--- src/rtl/csa_mul_pipe.sv ---
// csa_mul_pipe: pipelined WIDTH x WIDTH multiplier (signed or unsigned per op).
// Partial products, including a sign-correction row, are reduced by 3:2
// carry-save layers spread over ranks 1..STAGES-1. Rank STAGES holds the
// carry-propagate sum. A single global stall freezes every rank while a
// result waits at the output.
module csa_mul_pipe #(
  parameter int WIDTH  = 32,
  parameter int STAGES = 4,
  parameter int TAG_W  = 5
) (
  input  logic                 clk,
  input  logic                 rst,
  input  logic                 in_valid,
  output logic                 in_ready,
  input  logic [WIDTH-1:0]     in_a,
  input  logic [WIDTH-1:0]     in_b,
  input  logic                 in_signed,
  input  logic [TAG_W-1:0]     in_tag,
  output logic                 out_valid,
  input  logic                 out_ready,
  output logic [2*WIDTH-1:0]   out_prod,
  output logic [TAG_W-1:0]     out_tag,
  output logic                 busy
);

  localparam int P    = 2*WIDTH;   // product width
  localparam int R    = WIDTH + 2; // WIDTH rows + negated top row + its +1 row
  localparam int MAXL = 32;        // loop bound, well above any real layer count

  typedef logic [R-1:0][P-1:0] rows_t;
  typedef logic [1:0][P-1:0]   pair_t;

  // Live row count entering layer l (each 3:2 layer turns n rows into n - n/3).
  function automatic int rows_at(input int l);
    int n;
    n = R;
    for (int i = 0; i < MAXL; i++)
      if (i < l && n > 2) n = n - n/3;
    return n;
  endfunction

  // Number of 3:2 layers needed to get from R rows down to two.
  function automatic int num_layers();
    int n;
    int c;
    n = R;
    c = 0;
    for (int i = 0; i < MAXL; i++)
      if (n > 2) begin
        n = n - n/3;
        c = c + 1;
      end
    return c;
  endfunction

  localparam int L   = num_layers();
  localparam int LPS = (L + STAGES - 2) / (STAGES - 1); // layers per CSA rank

  // One 3:2 layer over the first n rows. Full adders take rows in groups of
  // three; leftover rows (and the all-zero tail) shift down behind the
  // sum/carry pairs so the live rows stay packed at the bottom.
  function automatic rows_t csa_layer(input rows_t x, input int n);
    rows_t        o;
    logic [P-1:0] m;
    int           k;
    o = '0;
    k = n/3;
    for (int g = 0; g < R/3; g++)
      if (g < k) begin
        o[2*g]   = x[3*g] ^ x[3*g+1] ^ x[3*g+2];
        m        = (x[3*g] & x[3*g+1]) | (x[3*g] & x[3*g+2]) | (x[3*g+1] & x[3*g+2]);
        o[2*g+1] = {m[P-2:0], 1'b0};
      end
    for (int i = 0; i < R; i++)
      if (i >= 3*k) o[i-k] = x[i];
    return o;
  endfunction

  // Apply layers l0..l1-1 (clipped to the real layer count).
  function automatic rows_t csa_span(input rows_t x, input int l0, input int l1);
    rows_t y;
    y = x;
    for (int l = 0; l < MAXL; l++)
      if (l >= l0 && l < l1 && l < L) y = csa_layer(y, rows_at(l));
    return y;
  endfunction

  // After the last layer only the sum/carry pair is live.
  function automatic pair_t low2(input rows_t x);
    return x[1:0];
  endfunction

  logic [STAGES:1]  r_vld_pipe;
  logic [TAG_W-1:0] r_tag [1:STAGES-1];
  pair_t            r_pair;
  logic [P-1:0]     r_prod;
  logic [TAG_W-1:0] r_otag;

  logic             w_stall;
  logic             w_en;
  logic [P-1:0]     w_ax;
  logic             w_bs;
  rows_t            w_pp;
  rows_t            w_src [1:STAGES-1];

  assign w_stall   = r_vld_pipe[STAGES] & ~out_ready;
  assign w_en      = ~w_stall;
  assign in_ready  = ~w_stall;
  assign out_valid = r_vld_pipe[STAGES];
  assign out_prod  = r_prod;
  assign out_tag   = r_otag;
  assign busy      = |r_vld_pipe;

  // Partial products: a extended to the product width, one row per low b
  // bit; the b sign bit (weight -2^WIDTH) becomes ~a<<WIDTH plus 1<<WIDTH.
  always_comb begin
    w_ax = {{(P-WIDTH){in_signed & in_a[WIDTH-1]}}, in_a};
    w_bs = in_signed & in_b[WIDTH-1];
    w_pp = '0;
    for (int j = 0; j < WIDTH; j++)
      w_pp[j] = in_b[j] ? (w_ax << j) : '0;
    w_pp[WIDTH]   = w_bs ? (~w_ax << WIDTH) : '0;
    w_pp[WIDTH+1] = w_bs ? (P'(1) << WIDTH) : '0;
  end

  assign w_src[1] = w_pp;

  for (genvar s = 1; s < STAGES; s++) begin : g_rank
    rows_t w_red;
    assign w_red = csa_span(w_src[s], (s-1)*LPS, s*LPS);
    if (s < STAGES-1) begin : g_mid
      rows_t r_rows;
      // Intermediate carry-save rank; data only, validity lives in r_vld_pipe.
      always_ff @(posedge clk)
        if (w_en) r_rows <= w_red;
      assign w_src[s+1] = r_rows;
    end else begin : g_last
      // Last CSA rank keeps just the sum/carry pair for the final adder.
      always_ff @(posedge clk)
        if (w_en) r_pair <= low2(w_red);
    end
  end

  // Valid shift register; cleared asynchronously so in-flight ops vanish.
  always_ff @(posedge clk or posedge rst)
    if (rst)       r_vld_pipe <= '0;
    else if (w_en) r_vld_pipe <= {r_vld_pipe[STAGES-1:1], in_valid};

  // Tag travels alongside the data through the CSA ranks.
  always_ff @(posedge clk)
    if (w_en) begin
      r_tag[1] <= in_tag;
      for (int s = 2; s < STAGES; s++) r_tag[s] <= r_tag[s-1];
    end

  // Output rank: carry-propagate add; holds steady while stalled.
  always_ff @(posedge clk or posedge rst)
    if (rst) begin
      r_prod <= '0;
      r_otag <= '0;
    end else if (w_en) begin
      r_prod <= r_pair[0] + r_pair[1];
      r_otag <= r_tag[STAGES-1];
    end

endmodule

--- config.mk ---
export PLATFORM = sky130hd
export DESIGN_NAME = csa_mul_pipe
export DESIGN_NICKNAME = d
export VERILOG_FILES = /design/src/rtl/csa_mul_pipe.sv
export SDC_FILE = /design/constraint.sdc
export NUM_CORES = 2
export LEC_CHECK = 0
export CAP_MARGIN = 5
export CORE_MARGIN = 2
export CORE_UTILIZATION = 60
export DETAILED_ROUTE_END_ITERATION = 10
export PLACE_DENSITY = 0.86
export SLEW_MARGIN = 20
export SYNTH_ARGS = -nofsm -noshare
export SYNTH_HDL_FRONTEND = slang
export SYNTH_SLANG_ARGS = --single-unit
--- constraint.sdc ---
create_clock -name clk -period 94.8 [get_ports clk]
set_input_delay 18.96 -clock clk [delete_from_list [all_inputs] [get_ports clk]]
set_output_delay 18.96 -clock clk [all_outputs]
set_load 0.02 [all_outputs]
==> results.py <==
metrics = {
    "route": {
        "vias": 38027,
        "drtIter0Drc": 4766,
        "viasPerCell": 5.85,
        "wl_per_cell_um": 23.7,
        "drt-pass1-iter-count": 7,
        "ant_nets": 0,
        "drc": 0,
        "routed_wl_um": 154000,
    },
    "synthesis": {
        "ys_seq_area_share_pct": 38.0,
        "synthFlopType": "edfxtp_1",
        "ys_seq_elements": 794,
        "syn_inst": 5022,
        "synth_cell_types": 73,
        "yosysWarningCount": 0,
        "syn-num-nets": 6385,
        "avgSynthCellArea_um2": 12.3,
        "ys_top_cells_by_area": "fa_1, edfxtp_1, inv_1",
        "synth_top_area_cell": "fa_1",
        "async_flop_share_pct": 9.19,
        "synth_top_area_share_pct": 35.8,
        "syn_area_um2": 61700,
        "synth_edf_count": 721,
    },
    "setup_path": {
        "crit_path_end_kind": "primary output",
        "critPathLaunchType": "primary input",
        "path_class": "primary input to primary output",
        "cp_top_family": "buffers and inverters",
        "cp_slowest_cell": "clkdlybuf4s50_1",
        "crit_fanout": 111,
        "cpMostUsedCell": "clkdlybuf4s50_1",
        "path_buf_inv": 3,
        "cp.required_ns": 75.84,
        "arrival_ns": 20.85,
        "path_cells": "clkdlybuf4s50_1 > nor2b_4 > inv_8 > clkdlybuf4s50_1",
        "cp_slowest_stage_delay_ns": 0.76,
    },
    "die": {
        "die_y_um": 325,
        "start_util_pct": 60.6,
        "pin_count": 146,
        "core_um2": 102000,
        "num_rows": 117,
        "dieArea_um2": 105000,
        "die_w_um": 325,
    },
    "sta": {
        "tns_ns": 0,
        "slew_headroom_pct": 21.1,
        "setup_viol": 0,
        "maxSlewViolCount": 0,
        "hold_viol_final": 0,
        "finalClockSkew_ns": 0.0358,
        "worstMarginPinSlew_ns": 1.18,
        "rsz0062_at_grt": "false",
        "timing.fmax_mhz": 25.1,
        "post-route-period-util_pct": 42.0,
        "fin_crit_ns": 39.81,
    },
    "clock_tree": {
        "clk_path_buf_depth": 3,
        "clock-sinks": 794,
        "root_buffer": "clkbuf_16",
        "post_cts_buffers": 0,
        "cts_resized": 0,
        "cts_buffers": 82,
        "cts.clk_slew.worst_paths_ns": 0.06,
        "clk_latency_ns": 0.67,
        "cts-htree-levels": 3,
        "cts_tree": "yes",
        "hold_buffers": 0,
    },
    "place": {
        "io_buffers": 145,
        "globalplace.congestion": 0.893,
        "place_inst": 6344,
        "dp_hpwl_um": 106000,
    },
    "global_routing": {
        "antenna_found_initial": 11,
        "grt_pass1_vias": 42142,
        "overflow": 0,
        "grt_max_degree": 209,
        "grt_usage_pct": 30.0,
        "grt_pass1_wl_um": 240000,
    },
    "hold_path": {
        "hold_class": "flop to flop",
    },
    "final_layout": {
        "finish.utilization_pct": 65.6,
        "drive_above_1_share_pct": 5.11,
        "fin_cells": 6498,
        "nNetsFinal": 6423,
        "area_growth_pct": 8.24,
    },
    "power": {
        "cellLeakagePower_nw": 30.0,
        "p_per_area_nw_per_um2": 36.7,
        "irDropWorstVdd_mv": 0.0260,
    },
    "flow_run": {
        "maxCapViolCount": 0,
    },
    "run_status": {
        "status": "completed",
    },
}
## worst reg2reg max path, stage by stage, from the launching register on
cell	delay, ns
dfrtp_1	0.38
nor2b_4	0.15
inv_8	0.49
buf_6	0.81
buf_4	0.96
buf_4	1.02
## synthesized netlist by cell type, types with 32 or more instances
| cell type | instances |
|---|---|
| a21oi_1 | 95 |
| and2_1 | 590 |
| clkbuf_1 | 215 |
| dfrtp_1 | 73 |
| edfxtp_1 | 721 |
| fa_1 | 1103 |
| ha_1 | 186 |
| inv_1 | 1044 |
| nand2_1 | 579 |
| nor2_1 | 77 |
| o21ai_0 | 37 |
| or2_2 | 32 |
| xnor2_1 | 38 |
## final timing paths
path                                    start                           to  slack [ns]  cells after the start
worst max-delay path                out_ready                     in_ready       54.99                      4
worst min-delay path              r_tag[2][3]                  r_tag[3][3]        0.42                      0
worst max register to register  r_vld_pipe[4]  g_rank[1].g_mid.r_rows[556]       90.45                      5
worst min register to register    r_tag[2][3]                  r_tag[3][3]        0.42                      0
max in group asynchronous                 rst                 out_prod[18]       75.15                      3
min in group asynchronous                 rst                 out_prod[60]       18.53                      2
## stage by stage
stage               power, mW  area (um^2)  setup WS [ns]  hold slack, ns
finish                   2.45        66800          54.99           0.415
global route             2.62        66800          54.88           0.421
CTS                      2.44        66800          54.96           0.420
detailed placement       2.06        64100          54.98           0.406
global placement         1.93        64100          54.98           0.401
floorplan                1.63        61700          36.75           0.400
## area by class of cell
type / count / area [um^2]
antenna: 2 / 5.00
clock buffer: 98 / 2150
clock inverter: 54 / 554
fill: 6546 / 35100
inverter: 1045 / 3930
multi-input combinational: 2949 / 33300
sequential: 794 / 23500
tap: 1368 / 1710
timing repair buffer: 188 / 1640
## registers in the layout, summed over array words and instances, names as in the netlist
register             count
r_vld_pipe               4
g_rank.g_mid.r_rows    587
out_tag                  5
r_pair                 119
out_prod                64
r_tag                   15
## layout by cell type (no fill, tap or decap), types with 38 or more instances in the layout
cell type / instances
a21oi_1: 95
and2_1: 590
buf_4: 40
clkbuf_16: 84
clkdlybuf4s50_1: 113
dfrtp_1: 73
edfxtp_1: 721
fa_1: 1103
ha_1: 186
inv_1: 1043
nand2_1: 578
nor2_1: 77
xnor2_1: 38
## power breakdown
part / leakage (nW) / internal (mW) / switching (mW) / total [mW]
Sequential: 8.40 / 0.699 / 0.0961 / 0.795
Combinational: 20.3 / 0.531 / 0.794 / 1.33
Clock: 1.31 / 0.186 / 0.146 / 0.332
## metal layers
layer	track usage, %	wire length, um	vias up
met3	9.85	21700	629
met4	12.4	7060	14
met2	47.5	72200	2902
met5	0	85	-
met1	38.3	53000	19171
li1	-	-	15311
## cells by family after synthesis
kind of cell / share of synthesized area, %
XOR/XNOR: 0.823
AO/OA/AOI/OAI: 2.44
buffers and inverters: 7.98
adder cells (fa/ha/maj): 39.5
AND/OR/NAND/NOR: 11.1
multiplexers: 0.0507
flip-flops: 38.0
Power figures use the tool's default switching activity.
